$ cat src/rtl/vga_pkg.sv
// -----------------------------------------------------------------------------
// vga_pkg
// Shared definitions for the 640x480 VGA controller: timing constants,
// counter width, the 4:4:4 pixel type and the pipeline stage records.
// -----------------------------------------------------------------------------
package vga_pkg;

    localparam int CNT_W  = 10;
    localparam int ADDR_W = 2 * CNT_W;

    // Horizontal timing, in pixel clocks
    localparam int H_ACTIVE = 640;
    localparam int H_FP     = 16;
    localparam int H_SYNC   = 96;
    localparam int H_BP     = 48;
    localparam int H_TOTAL  = H_ACTIVE + H_FP + H_SYNC + H_BP;   // 800
    localparam int H_SYNC_START = H_ACTIVE + H_FP;              // 656
    localparam int H_SYNC_END   = H_SYNC_START + H_SYNC - 1;    // 751

    // Vertical timing, in lines
    localparam int V_ACTIVE = 480;
    localparam int V_FP     = 10;
    localparam int V_SYNC   = 2;
    localparam int V_BP     = 33;
    localparam int V_TOTAL  = V_ACTIVE + V_FP + V_SYNC + V_BP;   // 525
    localparam int V_SYNC_START = V_ACTIVE + V_FP;              // 490
    localparam int V_SYNC_END   = V_SYNC_START + V_SYNC - 1;    // 491

    typedef struct packed {
        logic [3:0] r;
        logic [3:0] g;
        logic [3:0] b;
    } pixel_t;

    // Sync/blank bundle carried down the pipeline (sync bits active low)
    typedef struct packed {
        logic hs;
        logic vs;
        logic hblank;
        logic vblank;
    } sync_t;

    typedef struct packed {
        logic  active;
        sync_t sync;
    } stage_t;

    localparam sync_t  SYNC_IDLE  = '{hs: 1'b1, vs: 1'b1, hblank: 1'b1, vblank: 1'b1};
    localparam stage_t STAGE_IDLE = '{active: 1'b0, sync: SYNC_IDLE};

endpackage

$ cat src/rtl/vga_if.sv
// -----------------------------------------------------------------------------
// vga_if
// VRAM read bus. The controller (master) drives addr; the VRAM (slave)
// returns the 12-bit pixel on data one clock later.
//   addr : {line[9:0], column[9:0]}
//   data : pixel_t, R in [11:8], G in [7:4], B in [3:0]
// -----------------------------------------------------------------------------
interface vga_if;
    import vga_pkg::*;

    logic [ADDR_W-1:0] addr;
    pixel_t            data;

    modport master (output addr, input  data);
    modport slave  (input  addr, output data);

endinterface

$ cat src/rtl/vga_timing_gen.sv
// -----------------------------------------------------------------------------
// vga_timing_gen
// Horizontal/vertical position counters plus the stage-0 decode of the
// current position.
// Ports:
//   clk, rst      : pixel clock, synchronous active-high reset
//   module_en     : counters are held at (0,0) while low
//   hcnt, vcnt    : current column / line
//   active        : position is inside the visible area
//   hs0, vs0      : undelayed sync, active low
//   hblank,vblank : undelayed blank flags
// -----------------------------------------------------------------------------
module vga_timing_gen #(
    parameter int H_ACTIVE = vga_pkg::H_ACTIVE,
    parameter int H_FP     = vga_pkg::H_FP,
    parameter int H_SYNC   = vga_pkg::H_SYNC,
    parameter int H_BP     = vga_pkg::H_BP,
    parameter int V_ACTIVE = vga_pkg::V_ACTIVE,
    parameter int V_FP     = vga_pkg::V_FP,
    parameter int V_SYNC   = vga_pkg::V_SYNC,
    parameter int V_BP     = vga_pkg::V_BP
) (
    input  logic                     clk,
    input  logic                     rst,
    input  logic                     module_en,
    output logic [vga_pkg::CNT_W-1:0] hcnt,
    output logic [vga_pkg::CNT_W-1:0] vcnt,
    output logic                     active,
    output logic                     hs0,
    output logic                     vs0,
    output logic                     hblank,
    output logic                     vblank
);
    import vga_pkg::*;

    typedef logic [CNT_W-1:0] cnt_t;

    localparam int LINE_LEN    = H_ACTIVE + H_FP + H_SYNC + H_BP;
    localparam int FRAME_LINES = V_ACTIVE + V_FP + V_SYNC + V_BP;

    localparam cnt_t H_LAST   = cnt_t'(LINE_LEN - 1);
    localparam cnt_t V_LAST   = cnt_t'(FRAME_LINES - 1);
    localparam cnt_t H_VIS    = cnt_t'(H_ACTIVE);
    localparam cnt_t V_VIS    = cnt_t'(V_ACTIVE);
    localparam cnt_t HS_START = cnt_t'(H_ACTIVE + H_FP);
    localparam cnt_t HS_END   = cnt_t'(H_ACTIVE + H_FP + H_SYNC - 1);
    localparam cnt_t VS_START = cnt_t'(V_ACTIVE + V_FP);
    localparam cnt_t VS_END   = cnt_t'(V_ACTIVE + V_FP + V_SYNC - 1);

    // Disable behaves like reset so that re-enabling always starts a new
    // frame at (0,0) instead of resuming a partial line.
    // NOTE: sequential state uses non-blocking assignments so every flop
    // samples pre-edge values regardless of statement order.
    always_ff @(posedge clk) begin
        if (rst || !module_en) begin
            hcnt <= '0;
            vcnt <= '0;
        end else if (hcnt == H_LAST) begin
            hcnt <= '0;
            vcnt <= (vcnt == V_LAST) ? '0 : vcnt + cnt_t'(1);
        end else begin
            hcnt <= hcnt + cnt_t'(1);
        end
    end

    assign hblank = (hcnt >= H_VIS);
    assign vblank = (vcnt >= V_VIS);
    assign active = !hblank && !vblank;
    assign hs0    = !((hcnt >= HS_START) && (hcnt <= HS_END));
    assign vs0    = !((vcnt >= VS_START) && (vcnt <= VS_END));

endmodule

$ cat src/rtl/vga_controller.sv
// -----------------------------------------------------------------------------
// vga_controller
// 640x480 VGA controller: timing generation, VRAM addressing and a 2-stage
// output pipeline that lines the 1-cycle VRAM read up with sync/blank.
// Ports:
//   clk, rst       : pixel clock, synchronous active-high reset
//   module_en      : enable; low forces all outputs idle and counters to 0
//   vram           : VRAM read bus (addr out, data in one clock later)
//   hbrank, vbrank : blanking status, 1 outside active columns / lines
//   hsync, vsync   : sync outputs, active low
//   rdata/gdata/bdata : 4-bit colour outputs, 0 during blanking
// All outputs lag the counter position that produced them by 2 clocks.
// -----------------------------------------------------------------------------
module vga_controller #(
    parameter int H_ACTIVE = vga_pkg::H_ACTIVE,
    parameter int H_FP     = vga_pkg::H_FP,
    parameter int H_SYNC   = vga_pkg::H_SYNC,
    parameter int H_BP     = vga_pkg::H_BP,
    parameter int V_ACTIVE = vga_pkg::V_ACTIVE,
    parameter int V_FP     = vga_pkg::V_FP,
    parameter int V_SYNC   = vga_pkg::V_SYNC,
    parameter int V_BP     = vga_pkg::V_BP
) (
    input  logic        clk,
    input  logic        rst,
    input  logic        module_en,
    vga_if.master       vram,
    output logic        hbrank,
    output logic        vbrank,
    output logic        hsync,
    output logic        vsync,
    output logic [3:0]  rdata,
    output logic [3:0]  gdata,
    output logic [3:0]  bdata
);
    import vga_pkg::*;

    logic [CNT_W-1:0] hcnt, vcnt;
    logic             active, hs0, vs0, hblank, vblank;

    stage_t s0, s1;
    sync_t  s2;
    pixel_t pix;

    vga_timing_gen #(
        .H_ACTIVE (H_ACTIVE), .H_FP (H_FP), .H_SYNC (H_SYNC), .H_BP (H_BP),
        .V_ACTIVE (V_ACTIVE), .V_FP (V_FP), .V_SYNC (V_SYNC), .V_BP (V_BP)
    ) u_timing (
        .clk       (clk),
        .rst       (rst),
        .module_en (module_en),
        .hcnt      (hcnt),
        .vcnt      (vcnt),
        .active    (active),
        .hs0       (hs0),
        .vs0       (vs0),
        .hblank    (hblank),
        .vblank    (vblank)
    );

    // Address is driven straight from the counters, blanking included;
    // whatever VRAM returns there is masked off by the stage-1 active bit.
    assign vram.addr = {vcnt, hcnt};

    assign s0 = '{active: active,
                  sync:   '{hs: hs0, vs: vs0, hblank: hblank, vblank: vblank}};

    // Stage 1 waits for the VRAM read; stage 2 joins the returned pixel
    // with the sync/blank state of the same position.
    // NOTE: pipeline registers are reset (not left free-running) so the
    // outputs are idle on the very next clock after rst or disable.
    always_ff @(posedge clk) begin
        if (rst || !module_en) begin
            s1  <= STAGE_IDLE;
            s2  <= SYNC_IDLE;
            pix <= pixel_t'('0);
        end else begin
            s1  <= s0;
            s2  <= s1.sync;
            pix <= s1.active ? vram.data : pixel_t'('0);
        end
    end

    assign hsync  = s2.hs;
    assign vsync  = s2.vs;
    assign hbrank = s2.hblank;
    assign vbrank = s2.vblank;
    assign rdata  = pix.r;
    assign gdata  = pix.g;
    assign bdata  = pix.b;

endmodule

$ cat src/flat_wrapper.sv
// flat-port wrapper written by rule: the top's interface ports become plain ports
module vga_controller_flat import vga_pkg::*;
#(
    parameter int H_ACTIVE = vga_pkg::H_ACTIVE,
    parameter int H_FP     = vga_pkg::H_FP,
    parameter int H_SYNC   = vga_pkg::H_SYNC,
    parameter int H_BP     = vga_pkg::H_BP,
    parameter int V_ACTIVE = vga_pkg::V_ACTIVE,
    parameter int V_FP     = vga_pkg::V_FP,
    parameter int V_SYNC   = vga_pkg::V_SYNC,
    parameter int V_BP     = vga_pkg::V_BP
)
  (clk, rst, module_en, hbrank, vbrank, hsync, vsync, rdata, gdata, bdata, vram_addr, vram_data);
  vga_if vram_i ();
  input  logic clk;
  input  logic rst;
  input  logic module_en;
  output logic hbrank;
  output logic vbrank;
  output logic hsync;
  output logic vsync;
  output logic [3:0] rdata;
  output logic [3:0] gdata;
  output logic [3:0] bdata;
  output wire logic [$bits(vram_i.addr)-1:0] vram_addr;
  input wire logic [$bits(vram_i.data)-1:0] vram_data;
  assign vram_addr = vram_i.addr;
  assign vram_i.data = vram_data;
  vga_controller #(.H_ACTIVE(H_ACTIVE), .H_FP(H_FP), .H_SYNC(H_SYNC), .H_BP(H_BP), .V_ACTIVE(V_ACTIVE), .V_FP(V_FP), .V_SYNC(V_SYNC), .V_BP(V_BP)) u_core (.clk(clk), .rst(rst), .module_en(module_en), .vram(vram_i), .hbrank(hbrank), .vbrank(vbrank), .hsync(hsync), .vsync(vsync), .rdata(rdata), .gdata(gdata), .bdata(bdata));
endmodule
$ cat config.mk
export PLATFORM = sky130hd
export DESIGN_NAME = vga_controller_flat
export DESIGN_NICKNAME = d
export VERILOG_FILES = /design/src/rtl/vga_pkg.sv /design/src/rtl/vga_if.sv /design/src/rtl/vga_timing_gen.sv /design/src/rtl/vga_controller.sv /design/src/flat_wrapper.sv
export SDC_FILE = /design/constraint.sdc
export NUM_CORES = 1
export LEC_CHECK = 0
export CORE_MARGIN = 3
export CORE_UTILIZATION = 40
export DETAILED_ROUTE_END_ITERATION = 12
export PLACE_DENSITY = 0.71
export SLEW_MARGIN = 20
export SYNTH_ARGS = -nofsm -noshare
export SYNTH_HDL_FRONTEND = slang
export SYNTH_SLANG_ARGS = --single-unit
$ cat constraint.sdc
create_clock -name clk -period 2.8 [get_ports clk]
set_clock_uncertainty 0.05 [all_clocks]
set_input_delay 0.84 -clock clk [delete_from_list [all_inputs] [get_ports clk]]
set_output_delay 0.84 -clock clk [all_outputs]
set_load 0.01 [all_outputs]
# Word-level counts from Yosys, hierarchy flattened
# Index checks and enable logic that the tools add are counted.
[totals]
ff_bits = 41
output_inout_bits = 36
input_bits = 15
word_cells = 37
[op_classes]
n_mux = 1
add_sub_neg = 2
bitwise = 1
order_cmp = 6
n_eq_ne = 2
reduce_logical = 11
[ops]
columns = ["cell", "n"]
rows = [
  ["10-bit by 1-bit adder with 10-bit output, second input constant", 2],
  ["10-bit equality test, second input constant", 2],
  ["10-bit >= comparator, second input constant", 2],
  ["10-bit by 9-bit >= comparator with 1-bit output, second input constant", 2],
  ["10-bit <= comparator, second input constant", 1],
  ["10-bit by 9-bit <= comparator with 1-bit output, second input constant", 1],
  ["10-bit 2-to-1 mux", 1],
  ["1-bit zero test", 5],
  ["2-bit OR reduction", 2],
  ["1-bit logical AND", 3],
  ["1-bit logical OR", 1],
  ["1-bit inverter", 1],
]

# Longest topological paths before layout
[logic_depth]
depth_word = 3
ltp_mapped = 6
depth_no_buf = 6

# By module
# A second synthesis with hierarchy kept.
[unflattened]
hier_cells = 162
hier_area_um2 = 1670.4
[modules_own_cells]
columns = ["module", "area_each_um2", "seq_area_each_um2", "n_inst", "cells_each"]
rows = [
  ["vga_timing_gen", 1017.2, 400.4, 1, 115],
  ["vga_controller", 653.1, 420.4, 1, 47],
]

# Worst setup path before layout
# Ideal clock, no wire load.
[synth_timing]
kind = "reg2reg"
from = "reg u_core.u_timing.hcnt[4] (netlist bit)"
to = "reg u_core.u_timing.vcnt[7] (netlist bit)"
synth_period_minus_slack_ps = 2097
t_arrival_ps = 1977
setup_ps = 70
path_stages_with_launch = 6
path_slack_ps = 703
required_time_ps = 2680
n_path_buf = 1
cell_sequence = "dfxtp_1 > buf_4 > or4b_4 > or4_4 > or3_1 > a21oi_1"
[synth_via]
elab_chain_len = 1
[synth_lines]
columns = ["element", "line_no", "text"]
rows = [
  ["start, declared", "vga_timing_gen.sv:26", "output logic [vga_pkg::CNT_W-1:0] hcnt,"],
  ["start signal, assigned", "vga_timing_gen.sv:62", "hcnt <= hcnt + cnt_t'(1);"],
  ["10-bit equality test", "vga_timing_gen.sv:58", "end else if (hcnt == H_LAST) begin"],
  ["end signal, assigned", "vga_timing_gen.sv:60", "vcnt <= (vcnt == V_LAST) ? '0 : vcnt + cnt_t'(1);"],
  ["end, declared", "vga_timing_gen.sv:27", "output logic [vga_pkg::CNT_W-1:0] vcnt,"],
]
# No other way between the ends.
# A chain may end at the register's enable or synchronous reset.

# Worst setup path in the final report
[layout_timing]
from = "reg u_core.u_timing.hcnt[8] (netlist bit)"
to = "out vram_addr[8]"
[layout_rtl]
columns = ["element", "line_no", "text"]
rows = [
  ["end, declared", "flat_wrapper.sv:25", "output wire logic [$bits(vram_i.addr)-1:0] vram_addr;"],
]
# No word-level cell between the ends.

==> out/results.ini <==
[final_layout]
area_growth_syn_to_layout_pct=41.7
final_cell_mix=clkdlybuf4s50_1 (50), dfxtp_1 (41), nor2_1 (17)
final_common_cell=clkdlybuf4s50_1
n_antenna_cell=0
final.fill_count=320
seqCellArea_um2=821
fin_nets=237
drive_gt1_share_pct=5.94
multi_input_area_um2=699

[clock_tree]
path_clk_slew_ns=0.08
root_buffer=clkbuf_8
ctsLongestPathBuffers=2
post_cts_buffers=0
cts_tree=done
cts_resized=0
ctsHoldBuffers=0
htreeDepth=2
clk-insertion-delay-late_ns=0.29
numCtsBuffers=5
clkSinkCount=41

[sta]
whs_ns=0.357
fmax_mhz=436
finalHoldViolations=0
min_period_ns=2.29
slew_violations=0
fin_tns_setup_ns=0
min_period_over_period_pct=81.9
finalSetupViolations=0
worstMarginPinSlew_ns=0.423
relSlewSlack_pct=71.8
rsz0062_at_grt=no

[placement]
portBuffers=50
globalplace.congestion=0.789
post-dp-hpwl_um=2500

[global_routing]
grt_pass1_vias=1230
grt_pass1_wl_um=5610
grt-ovfl-total=0
grt_usage_pct=16.5
grt_max_degree=15
antenna_found_initial=0

[floorplanning]
die_y_um=68.7
die_w_um=68.7
row_count=22
core_mm2=0.00372
ios=51
start_util_pct=42.4
dieArea_mm2=0.00472

[logic_synthesis]
ys_warn_count=0
synth_area_leader_cell=dfxtp_1
syn_avg_cell_area_um2=9.43
synth_area_leaders=dfxtp_1 (52%), and3_1 (5.6%), xnor2_1 (4.5%), nor2_1 (4.1%), ha_1 (3.2%)
syn_area_mm2=0.00157
synth_top_area_share_pct=52.1
netlist-cell-type-count=29
synth-seq-cells=41
netlist_instances=167
ys_seq_area_share_pct=52.1
syn-num-nets=186

[setup_path]
cp_max_fo=9
worst-path-buf-inv=1
startpoint_type=register
cp-end-kind=primary output
required_ns=1.91
critPathTopFamily=buffers and inverters
crit_chain=clkdlybuf4s50_1
r2r_slack_ns=0.55
arrival_ns=1.40
cpMaxStageDelayCell=clkdlybuf4s50_1
crit_type=register to primary output
slowest_delay_ns=0.60

[power]
p_int_w=0.000912
swShare_pct=18.9
p_per_area_mw_per_mm2=504
ir_drop_mv=0.311
seqPwrFrac_pct=52.9
power_frac_clock_pct=42.7
p_comb_share_pct=4.4
p_leak_nw=0.816
p_sw_w=0.000213

[routing]
vias=1347
drt-initial-drc-count=36
routed_wl_um=3490
routedWlPerCell_um=13.1
postRouteAntennaNets=0
drc=0
vias_per_cell=5.04
drt_pass1_iterations=4

[status]
status=finished clean

[hold_path]
hp-class=register to register

[run]
maxCapViolations=0

## power groups by stage
stage	clock network, W	registers [W]	logic, W
6_report	0.000480	0.000595	0.0000499
5_1_grt	0.000520	0.000596	0.0000545
4_1_cts	0.000494	0.000595	0.0000507
3_5_place_dp	0	0.000609	0.0000502
3_3_place_gp	0	0.000608	0.0000499
2_1_floorplan	0	0.000609	0.0000142
## cell usage after synthesis, drive strengths merged
cell type  instances
dfxtp             41
ha                 4
buf                2
inv                5
nand3             10
xor2               5
or3                7
nor4b              1
nand4b             1
nor3               2
and3              14
nand2              9
clkbuf             6
xnor2              8
nor2b              2
nand2b             5
a21oi              6
nor2              17
nor4               4
and4               3
nand4              4
or4                2
or4b               1
and2               1
o21ai              7
## state kept, by name (all words and copies together), names as in the netlist, 4 cells and up
signal / count
u_core.u_timing.hcnt: 10
u_core.u_timing.vcnt: 10
u_core.s1: 5
u_core.rdata: 4
u_core.gdata: 4
u_core.bdata: 4
## final timing paths
| path | from | end | cells past startpoint |
|---|---|---|---|
| hold reg to reg | u_core.s1[0] | u_core.vbrank | 1 |
| setup / recovery | u_core.u_timing.hcnt[8] | vram_addr[8] | 1 |
| setup reg to reg | u_core.u_timing.hcnt[4] | u_core.u_timing.vcnt[5] | 4 |
| hold / removal | u_core.s1[0] | u_core.vbrank | 1 |
## metrics by stage
stage | instance area [µm²] | std cells | utilization [%] | worst slack, ns | power [W]
6_report | 2230 | 267 | 60.0 | 0.507 | 0.00112
3_3_place_gp | 2110 | 259 | 56.9 | 0.608 | 0.000658
2_1_floorplan | 1570 | 167 | - | 0.703 | 0.000623
3_5_place_dp | 2110 | 259 | 56.9 | 0.569 | 0.000659
4_1_cts | 2230 | 267 | 60.0 | 0.485 | 0.00114
5_1_grt | 2230 | 267 | 60.0 | 0.382 | 0.00117
## final cells by class
| type | count | share of cell area (%) |
|---|---|---|
| multi-input cells | 113 | 31.4 |
| well taps | 48 | 2.69 |
| inverters | 5 | 0.841 |
| clock inverters | 1 | 1.35 |
| flip-flops and latches | 41 | 36.8 |
| repair buffers | 52 | 23.1 |
| clock buffers | 7 | 3.87 |
## cell families (layout without fill, tap and decap cells)
family	count (synthesis)	count (layout)	share of synthesized area, %
AOI/OAI and AO/OA	13	13	4.37
adders and majority gates	4	4	3.18
and+or+nand+nor	83	83	29.6
xor gates and xnor gates	13	13	7.23
DFF	41	41	52.1
buffers and inverters	13	65	3.42
## per-layer routing
metal	global-route usage, %	vias to the layer above	wire length (µm)
met3	6.65	6	301
met2	27.7	55	1620
met1	17.7	612	1490
li1	-	674	-
met4	9.00	0	67
met5	0	-	0
(Power assumes the default switching activity.)
